===== config.mk =====
export PLATFORM = sky130hd
export DESIGN_NAME = bcd_to_bin
export DESIGN_NICKNAME = d
export VERILOG_FILES = /design/src/rtl/bcd_pkg.sv /design/src/rtl/bcd_to_bin_mac10.sv /design/src/rtl/bcd_to_bin.sv
export SDC_FILE = /design/constraint.sdc
export NUM_CORES = 1
export LEC_CHECK = 0
export CAP_MARGIN = 15
export CORE_MARGIN = 3
export CORE_UTILIZATION = 59
export DETAILED_ROUTE_END_ITERATION = 16
export PLACE_DENSITY = 0.89
export SYNTH_ARGS = -nofsm -noshare
export SYNTH_HDL_FRONTEND = slang
export SYNTH_SLANG_ARGS = --single-unit

===== constraint.sdc =====
create_clock -name clk -period 4.2 [get_ports clk]
set_input_delay 0.84 -clock clk [delete_from_list [all_inputs] [get_ports clk]]
set_output_delay 0.84 -clock clk [all_outputs]
set_load 0.05 [all_outputs]

===== src/rtl/bcd_pkg.sv =====
// Shared types and constants for the packed-BCD to binary converter.
package bcd_pkg;

  localparam int                 NIB_W   = 4;
  localparam logic [NIB_W-1:0]   BCD_MAX = 4'd9;

  typedef enum logic [1:0] {
    IDLE,
    CONV,
    DONE
  } state_t;

endpackage


===== src/rtl/bcd_to_bin_mac10.sv =====
// Combinational multiply-by-ten-and-add step: result = acc*10 + digit.
module bcd_mac10
  import bcd_pkg::*;
#(
  parameter int BW = 14
) (
  input  logic [BW-1:0]    acc,
  input  logic [NIB_W-1:0] digit,
  output logic [BW-1:0]    result
);

  // Shift-and-add avoids a generic multiplier; the sum cannot exceed 10^NDIG-1.
  assign result = (acc << 3) + (acc << 1) + BW'(digit);

endmodule


===== src/rtl/bcd_to_bin.sv =====
// Sequential packed-BCD to binary converter, one digit per cycle, MSD first.
module bcd_to_bin
  import bcd_pkg::*;
#(
  parameter int NDIG = 4,
  parameter int BW   = 14
) (
  input  logic                  clk,
  input  logic                  rst,
  input  logic                  start,
  input  logic [NIB_W*NDIG-1:0] bcd_in,
  output logic [BW-1:0]         bin_out,
  output logic                  busy,
  output logic                  done,
  output logic                  err
);

  localparam int            CW   = (NDIG > 1) ? $clog2(NDIG) : 1;
  localparam logic [CW-1:0] LAST = CW'(NDIG - 1);

  state_t                  state, state_nxt;
  logic [NIB_W*NDIG-1:0]   operand;
  logic [BW-1:0]           acc, acc_nxt;
  logic [CW-1:0]           cnt;
  logic                    bad_nibble;
  logic                    accept;
  logic                    last_digit;

  // The operand shifts left each CONV cycle, so the current digit is always the top nibble.
  bcd_mac10 #(.BW(BW)) u_mac (
    .acc    (acc),
    .digit  (operand[NIB_W*NDIG-1 -: NIB_W]),
    .result (acc_nxt)
  );

  // NOTE: every always_comb output gets a default first so no latch is inferred.
  always_comb begin
    bad_nibble = 1'b0;
    for (int i = 0; i < NDIG; i++) begin
      if (bcd_in[i*NIB_W +: NIB_W] > BCD_MAX) bad_nibble = 1'b1;
    end
  end

  assign accept     = start && (state != CONV);
  assign last_digit = (cnt == LAST);
  assign busy       = (state == CONV);
  assign done       = (state == DONE);

  // NOTE: sequential state uses non-blocking assignments so all registers update together.
  always_ff @(posedge clk or posedge rst) begin
    if (rst) state <= IDLE;
    else     state <= state_nxt;
  end

  always_comb begin
    state_nxt = state;
    unique case (state)
      IDLE:    if (accept) state_nxt = bad_nibble ? DONE : CONV;
      CONV:    if (last_digit) state_nxt = DONE;
      DONE:    state_nxt = accept ? (bad_nibble ? DONE : CONV) : IDLE;
      default: state_nxt = IDLE;
    endcase
  end

  always_ff @(posedge clk or posedge rst) begin
    if (rst) begin
      operand <= '0;
      acc     <= '0;
      cnt     <= '0;
      bin_out <= '0;
      err     <= 1'b0;
    end else if (accept) begin
      operand <= bcd_in;
      acc     <= '0;
      cnt     <= '0;
      err     <= bad_nibble;
      if (bad_nibble) bin_out <= '0;
    end else if (state == CONV) begin
      operand <= operand << NIB_W;
      acc     <= acc_nxt;
      cnt     <= cnt + CW'(1);
      if (last_digit) bin_out <= acc_nxt;
    end
  end

endmodule


---- Yosys cells after proc, flatten, opt, wreduce, memory -nomap -nowiden ----
Index checks and enable logic that the tools add are counted.
W data, S select, Z words.
word-level totals
  register bits after elaboration ......... 48
  logic and storage cells ................. 45
  input bits .............................. 19
  output and inout bits ................... 17
operators by class
  reduce and logical (&&, ||, !) cells .... 6
  eq/ne operators ......................... 7
  $lt $le $gt $ge ......................... 4
  multiplexer cells ....................... 19
  $add $sub $neg .......................... 3
operators with widths
  cell                   count
  $mux W14               4
  $mux W16               2
  $mux W13               2
  $gt A4 B4 Y1 const B   4
  $add A14 B14 Y14       1
  $add A14 B4 Y14        1
  $mux W2                6
  $pmux W2 S3            1
  $eq A2 B2 Y1 const B   2
  $mux W1                4
  $ne A2 B1 Y1 const B   2
  $ne A2 B2 Y1 const B   2
  $reduce_bool A2 Y1     2
  $reduce_and A3 Y1      1
  $add A2 B1 Y2 const B  1
  $eq A2 B1 Y1 const B   1
  $logic_not A2 Y1       1
  $reduce_and A2 Y1      1
  $logic_and A1 B1 Y1    1

---- Longest topological paths before layout ----
Gate-level depths: netlist (run 1).
  depth after elaboration ................. 8
  gate-level depth with buffers ........... 9

---- Modules after synthesis ----
From an unflattened synthesis (run 1), not the netlist that was laid out.
unflattened totals
  cells, all modules ...................... 274
  area, all modules ....................... 2824.0 um^2
by module, submodules not included
  module      area an instance (um^2)  instances  cells an instance
  bcd_to_bin  2165.8                   1          199
  bcd_mac10   658.1                    1          75

---- Worst setup path after synthesis (run 1) ----
Ideal clock, no wire load.
  path type ............................... flip-flop to flip-flop
  start point ............................. reg operand[15]
  end point ............................... reg acc[9]
  setup time .............................. 0.069 ns
  clock period less this slack ............ 2.455 ns
  arrival ................................. 2.386 ns
  buffers on the path ..................... 0
  cell stages (with the launch flop) ...... 10
  setup slack ............................. 1.745 ns
  required time ........................... 4.131 ns
  path through ............................ dfrtp_1 inv_1 fa_1 inv_1 ha_1 a21o_1 and4_1 o21a_1 or4_1 nand3_1
on the way
  longest elaborated chain between the ends .. 3
RTL lines
  element                 RTL line                source
  start, declared         bcd_to_bin.sv:22        logic [NIB_W*NDIG-1:0] operand;
  start signal, assigned  bcd_to_bin.sv:73        operand <= bcd_in;
  start signal, assigned  bcd_to_bin.sv:79        operand <= operand << NIB_W;
  $add A14 B4 Y14         bcd_to_bin_mac10.sv:13  assign result = (acc << 3) + (acc << 1) + BW'(digit);
  $mux W13                bcd_to_bin.sv:78        end else if (state == CONV) begin
  $mux W13                bcd_to_bin.sv:72        end else if (accept) begin
  end signal, assigned    bcd_to_bin.sv:80        acc <= acc_nxt;
  end, declared           bcd_to_bin.sv:23        logic [BW-1:0] acc, acc_nxt;
No other way between the ends. The select of a mux whose other input is x is not followed.
A chain may end at the register's enable or synchronous reset.

---- Final worst setup path (run 1) ----
  start point ............................. reg state[1]
  end point ............................... out busy
on the way
  longest elaborated chain between the ends .. 1
RTL lines
  element                 RTL line          source
  start, declared         bcd_to_bin.sv:21  state_t state, state_nxt;
  start signal, assigned  bcd_to_bin.sv:52  else state <= state_nxt;
  $eq A2 B1 Y1            bcd_to_bin.sv:46  assign busy = (state == CONV);
  end, declared           bcd_to_bin.sv:13  output logic busy,
No other way between the ends.

==> impl_metrics.py, run 1 <==
metrics = {
    "routing": {
        "drtIter0Drc": 177,
        "vias_per_cell": 6.32,
        "ant_nets": 0,
        "drc": 0,
        "wl_met3_um": 454,
        "first_pass_iters": 5,
        "dr_total_vias": 2294,
        "wl_per_cell_um": 17.4,
        "route.met2.wl_um": 3130,
        "wl_met1_um": 2660,
        "highest-signal-layer": "met4",
        "drt_wl_total_um": 6300,
    },
    "synth": {
        "yosysMostFrequentCell": "dfrtp_1",
        "yosys_warnings": 0,
        "synth_top_area_cell": "dfrtp_1",
        "synthArstFlopShare_pct": 100,
        "yosysSeqAreaShare_pct": 43.8,
        "synth.net_count": 322,
        "ys_types": 43,
        "synth_edf_count": 0,
        "synth_common_cells": "dfrtp_1 (48), nand2_1 (35), o21ai_0 (26), ha_1 (23), mux2i_1 (16)",
        "synth_area_leaders": "dfrtp_1 (44%), ha_1 (10%), mux2i_1 (5.8%)",
        "syn_inst": 278,
        "synth-seq-cells": 48,
        "synth.avg_cell_area_um2": 9.87,
        "synth_top_area_share_pct": 43.8,
        "ys.flop_type": "dfrtp_1",
        "synth_area_um2": 2740,
    },
    "power_and_ir_drop": {
        "p_sw_mw": 0.371,
        "intPower_mw": 0.766,
        "seq_power_share_pct": 48.7,
        "power.share.clock_pct": 25.2,
        "comb_power_share_pct": 26.1,
        "p_per_area_nw_per_um2": 353,
        "power_mw": 1.14,
        "switching_share_pct": 32.6,
        "p_leak_nw": 1.59,
        "ir_drop_mv": 0.254,
    },
    "clock_network": {
        "clk_pin_slew_worst_paths_ns": 0.09,
        "holdBufCountCts": 0,
        "post_cts_resized": 0,
        "cts_setup_buffers": 0,
        "clock-root-buffer": "clkbuf_8",
        "worstSkewPairLatency_ns": 0.31,
        "htree_num_levels": 2,
        "clk_path_buf_depth": 2,
        "numCtsBuffers": 5,
        "cts.sinks": 48,
        "cts_tree": "built",
    },
    "sta": {
        "rsz0062_at_grt": "no",
        "fin_crit_ns": 3.01,
        "worst_clock_skew_ns": 0.0117,
        "hold_viol_final": 0,
        "slew_headroom_pct": 32.8,
        "fin_tns_setup_ns": 0,
        "setup-violations-final": 0,
        "slew_violations": 0,
        "max_freq_ghz": 0.332,
        "worst_slack_ns": 1.19,
        "finalCritPeriodShare_pct": 71.7,
        "worst-slew-pin-transition_ns": 1.01,
    },
    "placement": {
        "port_buffers": 35,
        "dp.cells": 355,
        "dp_slack_ns": 1.23,
        "dpl_cell_area_um2": 3130,
        "place_hpwl_um": 4520,
        "gp_congestion": 0.897,
    },
    "setup_path": {
        "worstSetupStartpointType": "flip-flop",
        "cp_num_cells": 3,
        "slowest_delay_ns": 0.82,
        "arrival_ns": 2.17,
        "crit_path_top_delay_cell": "clkdlybuf4s50_1",
        "path_buf_inv": 2,
        "cp_max_fo": 21,
        "criticalPathCategory": "flip-flop to primary output",
        "cp.required_ns": 3.36,
        "cp_cell_sequence": "nand2b_1 > inv_1 > clkdlybuf4s50_1",
        "crit_family": "buffers and inverters",
        "ff2ff_path_depth": 9,
        "critPathCaptureType": "primary output",
    },
    "min_path": {
        "holdPathStages": 2,
        "hold_class": "flip-flop to flip-flop",
    },
    "floorplan": {
        "die_h_um": 74.2,
        "core_area_um2": 4410,
        "rows": 24,
        "die-width_um": 74.2,
        "ios": 36,
        "die-area_um2": 5500,
        "initial_core_util_pct": 62.2,
    },
    "layout": {
        "nFillCells": 319,
        "drive_gt1_share_pct": 5.14,
        "stdcell_count": 363,
        "nNetsFinal": 354,
        "syn_to_final_growth_pct": 17.4,
        "n_antenna_cell": 0,
        "finish.instance_area_um2": 3220,
    },
    "flow_run": {
        "cap_violations": 0,
    },
    "global_route": {
        "antenna_found_initial": 0,
        "grt_pass1_wl_um": 10300,
        "grt_use_total_pct": 25.0,
        "grt_pass1_vias": 2199,
        "gr-total-overflow": 0,
        "grt_max_degree": 50,
    },
    "status": {
        "status": "completed",
    },
}
==> final timing paths <==
path	from	end	slack (ns)
max	state[1]	busy	1.19
min	bin_out[3]	bin_out[3]	0.48
max reg2reg	operand[15]	acc[9]	1.49
min reg2reg	bin_out[3]	bin_out[3]	0.48
max in group asynchronous	rst	operand[11]	2.48
min in group asynchronous	rst	cnt[1]	1.09
==> metrics by stage <==
stage          util, %  hold WS (ns)
2_1_floorplan        -         0.449
3_3_place_gp      70.9         0.460
3_5_place_dp      70.9         0.470
4_1_cts           73.0         0.490
5_1_grt           73.0         0.516
6_report          73.0         0.481
==> placed cells by master (no fill, tap or decap), types with 3 or more instances in the layout <==
master	Yosys	layout
o31ai_1	3	3
a21o_1	3	3
xnor2_1	4	4
nand2b_1	4	4
a21oi_1	9	9
a22o_1	3	3
o211ai_1	3	3
nand3_1	13	13
nand2_1	35	35
ha_1	23	23
or4_1	4	4
dfrtp_1	48	48
clkdlybuf4s50_1	0	35
nor2_1	13	13
clkbuf_8	0	6
inv_1	10	9
a32o_1	6	6
o21a_1	6	6
o21ai_0	26	26
nor3_1	3	3
and3_1	6	6
buf_4	0	3
mux2i_1	16	16
==> final cells by class <==
cell class                      count  area, um^2  area share (%)
Clock inverter                      2        10.0           0.311
Tap cell                           52        65.1            2.02
Sequential cell                    48        1200            37.3
Inverter                           10        37.5            1.17
Multi-Input combinational cell    207        1450            45.1
Clock buffer                        6        82.6            2.56
Timing Repair Buffer               38         373            11.6
==> power by group through the flow <==
stage	Sequential (mW)	Combinational, mW	Clock, mW
final	0.554	0.297	0.286
after global routing	0.560	0.334	0.308
after CTS	0.553	0.296	0.290
after detailed placement	0.562	0.293	0
after global placement	0.559	0.282	0
after floorplan	0.554	0.207	0
==> worst reg2reg max path, cell delays in order (launching register included) <==
cell and delay, ns:
dfrtp_1 0.37, inv_1 0.06, fa_1 0.58, inv_1 0.06, ha_1 0.29, a21o_1 0.17, and4_1 0.25, o21a_1 0.24
or4_1 0.51, nand3_1 0.11
==> kinds of logic (layout without fill, tap and decap cells) <==
kind of cell | count (synthesis) | count (layout) | share of synthesized area, %
compound gates | 71 | 71 | 17.5
simple gates | 89 | 89 | 15.6
buf+inv | 23 | 56 | 3.28
flops | 48 | 48 | 43.8
fa+ha+maj | 25 | 25 | 11.9
xor+xnor | 5 | 5 | 1.60
mux | 17 | 17 | 6.25
==> routing by layer <==
layer | vias up | GRT usage [%]
met5 | - | 0
met4 | 0 | 9.05
met3 | 6 | 5.41
met2 | 94 | 38.5
met1 | 1119 | 35.0
li1 | 1075 | -
==> sequential cells by signal (all words and copies together) (netlist names) <==
signal	cells
acc	13
state	2
operand	16
cnt	2
err	1
bin_out	14
No activity file was read; power rests on OpenSTA's default activity.
==> run 2, diff against run 1 <==
--- a/config.mk
+++ b/config.mk
@@ -7,9 +7,9 @@
 export LEC_CHECK = 0
 export CAP_MARGIN = 15
 export CORE_MARGIN = 3
-export CORE_UTILIZATION = 59
+export CORE_UTILIZATION = 50
 export DETAILED_ROUTE_END_ITERATION = 16
-export PLACE_DENSITY = 0.89
+export PLACE_DENSITY = 0.8
 export SYNTH_ARGS = -nofsm -noshare
 export SYNTH_HDL_FRONTEND = slang
 export SYNTH_SLANG_ARGS = --single-unit
==> constraint.sdc (replaced) <==
create_clock -name clk -period 2.4 [get_ports clk]
set_input_delay 0.48 -clock clk [delete_from_list [all_inputs] [get_ports clk]]
set_output_delay 0.48 -clock clk [all_outputs]
set_load 0.05 [all_outputs]
==> run 2 against run 1 <==
Compared with the run above:
- the run now ends with setup timing left
- power up 83%
- critical path depth up 5
- sequential share of layout area is 3.1 points lower
- die area increased by 16%
- via count grew 2.6%
- sequential power rose by 75%
- wire length up 4.3%
- clock skew down 0.0059 ns
==> impl_metrics.py, run 2 (synthesis gave the netlist of run 1 again) <==
metrics = {
    "setup_path": {
        "r2r_setup_slack_ns": -0.08,
        "arrival_ns": 2.68,
        "criticalPathCategory": "flip-flop to flip-flop",
        "path_buf_inv": 1,
        "crit_path_top_delay_cell": "dfrtp_1",
        "slowest_delay_ns": 0.39,
        "crit_family": "compound AO/OA/AOI/OAI gates",
        "cp.required_ns": 2.60,
        "critPathCaptureType": "flip-flop",
        "cp_cell_sequence": "buf_4 > ha_1 > ha_4 > nor2b_1 > o31a_1 > o21a_2 > or3_4 > a32o_1",
        "cp_max_fo": 5,
        "worstSetupStartpointType": "flip-flop",
    },
    "routing": {
        "drt_wl_total_um": 6570,
        "ant_nets": 0,
        "drtIter0Drc": 127,
        "drc": 0,
        "wl_per_cell_um": 16.3,
        "dr_total_vias": 2353,
        "vias_per_cell": 5.85,
        "first_pass_iters": 4,
    },
    "status": {
        "status": "complete, but fails checks",
        "violations": "setup timing",
    },
    "layout": {
        "nNetsFinal": 375,
        "regArea_um2": 1200,
        "nFillCells": 408,
        "layout_commonest_cell": "dfrtp_1",
        "syn_to_final_growth_pct": 27.9,
        "largestRegisters": "operand: 16 flops, bin_out: 14 flops, acc: 13 flops",
        "largest_reg_flops": 16,
        "largest-register": "operand",
        "n_antenna_cell": 0,
        "final_cell_mix": "dfrtp_1 (48), nand2_1 (35), clkdlybuf4s50_1 (34)",
        "utilization_pct": 67.4,
        "multiInputGateArea_um2": 1540,
        "drive_gt1_share_pct": 16.3,
    },
    "sta": {
        "rsz0062_at_grt": "yes",
        "hold_viol_final": 0,
        "worst_slack_ns": -0.0823,
        "slew_violations": 0,
        "worst_clock_skew_ns": 0.00581,
        "worst-slew-pin-transition_ns": 0.509,
        "max_freq_ghz": 0.403,
        "fin_crit_ns": 2.48,
        "slew_headroom_pct": 65.9,
        "setup-violations-final": 6,
        "finalCritPeriodShare_pct": 103,
    },
    "floorplan": {
        "die_h_um": 80.1,
        "core_area_um2": 5200,
        "die-width_um": 80.1,
        "ios": 36,
        "rows": 26,
        "initial_core_util_pct": 52.7,
        "die-area_um2": 6410,
    },
    "clock_network": {
        "clock-root-buffer": "clkbuf_8",
        "numCtsBuffers": 5,
        "cts.sinks": 48,
        "clk_pin_slew_worst_paths_ns": 0.09,
        "worstSkewPairLatency_ns": 0.31,
        "clk_path_buf_depth": 2,
        "cts_tree": "built",
        "htree_num_levels": 2,
    },
    "placement": {
        "port_buffers": 35,
        "gp_congestion": 0.905,
        "place_hpwl_um": 4550,
        "dp_slack_ns": -0.154,
    },
    "power_and_ir_drop": {
        "switching_share_pct": 32.9,
        "p_per_area_nw_per_um2": 593,
        "comb_power_share_pct": 30.0,
        "p_sw_mw": 0.683,
        "intPower_mw": 1.40,
        "ir_drop_mv": 0.366,
        "p_leak_nw": 1.71,
        "seq_power_share_pct": 46.5,
        "power.share.clock_pct": 23.5,
    },
    "global_route": {
        "gr-total-overflow": 0,
        "grt_max_degree": 49,
        "antenna_found_initial": 0,
        "grt_pass1_wl_um": 10900,
        "grt_pass1_vias": 2293,
        "grt_use_total_pct": 21.8,
    },
    "min_path": {
        "hold_class": "flip-flop to flip-flop",
    },
    "flow_run": {
        "cap_violations": 0,
    },
}
==> run 2: cell types whose count changed in the layout (fill, tap and decap cells not counted), moves of 2 or more <==
cell | before | now
buf_12 | 0 | 2
buf_4 | 3 | 22
clkinv_2 | 2 | 0
inv_1 | 9 | 5
inv_2 | 1 | 5
o21ai_0 | 26 | 24
o21ai_1 | 0 | 2
==> run 2: path summary, 6_finish.rpt <==
check,startpoint,to,cells after the start
max reg2reg,acc[1],bin_out[8],8
max,acc[1],bin_out[8],8
min reg2reg,bin_out[13],bin_out[13],2
min in group asynchronous,rst,state[1],2
max in group asynchronous,rst,operand[14],3
min,bin_out[13],bin_out[13],2
==> run 2: final cells by class <==
cell class | instances | share of cell area, %
clock buffers | 6 | 2.07
repair buffers | 59 | 15.9
multi-input cells | 207 | 43.8
flip-flops and latches | 48 | 34.2
clock inverters | 2 | 0.463
inverters | 10 | 1.07
well taps | 70 | 2.50
==> run 2: timing repair <==
item	CTS	global route
pin swaps	10	9
endpoints found under the setup margin	13	13
endpoints found under the hold margin	0	0
hold buffers	0	0
gates resized for setup	10	12
buffers inserted	0	6
==> run 2: tightest hold or removal path, cell delays in order (launching register included) <==
cell and delay (ns):
dfrtp_1 0.35, nand2_1 0.05, o31ai_1 0.05
==> run 2: power groups by stage <==
stage          Clock (mW)  Combinational [mW]  Sequential, mW
5_1_grt             0.537               0.687           0.980
4_1_cts             0.501               0.587           0.968
3_3_place_gp            0               0.543           0.976
2_1_floorplan           0               0.362           0.970
6_report            0.490               0.623           0.967
3_5_place_dp            0               0.566           0.982
==> run 2: routing by layer <==
layer  part of all wire, %  wire (um)  global-route usage [%]
met1                    42       2780                    28.7
met2                    50       3310                    36.3
met3                   5.6        369                    4.15
met4                   1.6        108                    6.76
met5                     0          0                       0
==> run 2: metrics by stage <==
stage | std cells | setup TNS (ns) | power [mW] | hold slack [ns] | cell area [um^2]
final | 402 | -0.235 | 2.08 | 0.485 | 3510
after global routing | 402 | -1.16 | 2.20 | 0.501 | 3510
after CTS | 396 | -0.193 | 2.06 | 0.489 | 3420
after detailed placement | 388 | -1.10 | 1.55 | 0.465 | 3290
after global placement | 388 | -0.262 | 1.52 | 0.461 | 3290
after floorplan | 278 | -0.0154 | 1.33 | 0.449 | 2740
==> run 3, diff against run 2 <==
--- a/config.mk
+++ b/config.mk
@@ -10,6 +10,8 @@
 export CORE_UTILIZATION = 50
 export DETAILED_ROUTE_END_ITERATION = 16
 export PLACE_DENSITY = 0.8
+export SKIP_CTS_REPAIR_TIMING = 1
+export SKIP_LAST_GASP = 1
 export SYNTH_ARGS = -nofsm -noshare
 export SYNTH_HDL_FRONTEND = slang
 export SYNTH_SLANG_ARGS = --single-unit
==> run 3 against run 2 <==
Compared with the run above:
- the run still ends with setup timing left
- final area rose by 0.61%
- final cell count fell by 0.25%
- die area did not move
- utilization rose by 0.41 points
- critical path depth rose by 1
- fmax fell by 0.87%
- sequential share of layout area fell by 0.21 points
- via count rose by 2.2%
- non-clock buffer count fell by 1
==> impl_metrics.py, run 3 (synthesis gave the netlist of run 1 again) <==
metrics = {
    "setup_path": {
        "arrival_ns": 2.71,
        "cp.required_ns": 2.60,
        "slowest_delay_ns": 0.40,
        "worstSetupStartpointType": "flip-flop",
        "critPathCaptureType": "flip-flop",
        "crit_family": "compound AO/OA/AOI/OAI gates",
        "criticalPathCategory": "flip-flop to flip-flop",
        "path_buf_inv": 2,
        "cp_max_fo": 6,
        "crit_path_top_delay_cell": "dfrtp_1",
        "cp_cell_sequence": "buf_4 > buf_4 > ha_1 > ha_1 > o21a_1 > o31a_1 > o21a_2 > or3_4 > a32o_1",
    },
    "global_route": {
        "gr-total-overflow": 0,
        "grt_max_degree": 49,
        "grt_pass1_vias": 2278,
        "grt_use_total_pct": 21.4,
        "antenna_found_initial": 0,
        "grt_pass1_wl_um": 10700,
    },
    "power_and_ir_drop": {
        "p_sw_mw": 0.693,
        "power.share.clock_pct": 23.3,
        "comb_power_share_pct": 30.3,
        "p_leak_nw": 1.72,
        "intPower_mw": 1.40,
        "p_per_area_nw_per_um2": 593,
        "power_mw": 2.09,
        "ir_drop_mv": 0.367,
        "seq_power_share_pct": 46.4,
        "switching_share_pct": 33.1,
    },
    "layout": {
        "final_cell_mix": "dfrtp_1 (48), nand2_1 (34), clkdlybuf4s50_1 (34)",
        "layout_commonest_cell": "dfrtp_1",
        "utilization_pct": 67.8,
        "largest-register": "operand",
        "drive_gt1_share_pct": 17.5,
        "n_antenna_cell": 0,
        "syn_to_final_growth_pct": 28.7,
        "stdcell_count": 401,
        "largest_reg_flops": 16,
        "nNetsFinal": 374,
        "finish.instance_area_um2": 3530,
        "largestRegisters": "operand: 16 flops, bin_out: 14 flops, acc: 13 flops",
    },
    "sta": {
        "fin_tns_setup_ns": -0.256,
        "worst_clock_skew_ns": 0.00589,
        "rsz0062_at_grt": "yes",
        "slew_violations": 0,
        "finalCritPeriodShare_pct": 104,
        "slew_headroom_pct": 65.5,
        "fin_crit_ns": 2.50,
        "hold_viol_final": 0,
        "setup-violations-final": 4,
        "worst-slew-pin-transition_ns": 0.516,
        "max_freq_ghz": 0.399,
        "worst_slack_ns": -0.104,
    },
    "routing": {
        "ant_nets": 0,
        "vias_per_cell": 6.00,
        "drtIter0Drc": 150,
        "dr_total_vias": 2405,
        "drt_wl_total_um": 6900,
        "first_pass_iters": 6,
        "wl_per_cell_um": 17.2,
        "drc": 0,
    },
    "floorplan": {
        "ios": 36,
        "core_area_um2": 5200,
        "initial_core_util_pct": 52.7,
        "die_h_um": 80.1,
        "die-area_um2": 6410,
        "rows": 26,
        "die-width_um": 80.1,
    },
    "status": {
        "violations": "setup timing",
        "status": "complete, but fails checks",
    },
    "placement": {
        "place_hpwl_um": 4550,
        "port_buffers": 35,
        "dpl_cell_area_um2": 3290,
        "gp_congestion": 0.905,
        "dp.cells": 388,
    },
    "clock_network": {
        "cts_tree": "built",
        "clk_path_buf_depth": 2,
        "clk_pin_slew_worst_paths_ns": 0.09,
        "cts.sinks": 48,
        "clock-root-buffer": "clkbuf_8",
        "worstSkewPairLatency_ns": 0.31,
        "htree_num_levels": 2,
        "numCtsBuffers": 5,
    },
    "min_path": {
        "hold_class": "flip-flop to flip-flop",
    },
    "flow_run": {
        "cap_violations": 0,
    },
}
run 3: cell count changes in the layout (fill, tap and decap cells not counted), sizes merged:
cell,before,now
buf,25,24
run 3: layout make-up:
| type | instances | area, um^2 |
|---|---|---|
| Sequential cell | 48 | 1200 |
| Clock buffer | 6 | 72.6 |
| Clock inverter | 2 | 16.3 |
| Tap cell | 70 | 87.6 |
| Inverter | 10 | 37.5 |
| Fill cell | 396 | 1670 |
| Timing Repair Buffer | 58 | 553 |
| Multi-Input combinational cell | 207 | 1560 |
run 3: final timing paths:
path / from / to / slack, ns / cells past startpoint
worst max-delay path: acc[2] / bin_out[8] / -0.10 / 9
worst min-delay path: bin_out[13] / bin_out[13] / 0.49 / 2
worst max register to register: acc[2] / bin_out[8] / -0.10 / 9
worst min register to register: bin_out[13] / bin_out[13] / 0.49 / 2
max in group asynchronous: rst / acc[2] / 1.39 / 3
min in group asynchronous: rst / state[1] / 0.50 / 2
run 3: per-layer routing:
metal	part of all wire, %	wire length (um)	track usage [%]
met1	41	2810	28.1
met2	50	3470	35.6
met3	6.7	460	4.15
met4	2.2	153	6.76
met5	0	0	0
run 3: through the flow:
stage | hold WS (ns) | setup WS (ns)
4_1_cts | 0.489 | -0.177
5_1_grt | 0.502 | -0.179
6_report | 0.487 | -0.104
3_5_place_dp | 0.465 | -0.154
3_3_place_gp | 0.461 | -0.0863
2_1_floorplan | 0.449 | -0.00968
run 3: worst reg2reg max path, cell delays in order (launching register included):
cell and delay [ns]:
dfrtp_1 0.40, buf_4 0.14, buf_4 0.12, ha_1 0.30, ha_1 0.29, o21a_1 0.17
o31a_1 0.12, o21a_2 0.26, or3_4 0.34, a32o_1 0.25
run 3: power groups by stage:
stage / registers, mW / clock network, mW / logic (mW)
4_1_cts: 0.967 / 0.501 / 0.571
2_1_floorplan: 0.970 / 0 / 0.362
5_1_grt: 0.983 / 0.538 / 0.700
3_3_place_gp: 0.976 / 0 / 0.543
6_report: 0.971 / 0.488 / 0.635
3_5_place_dp: 0.982 / 0 / 0.566
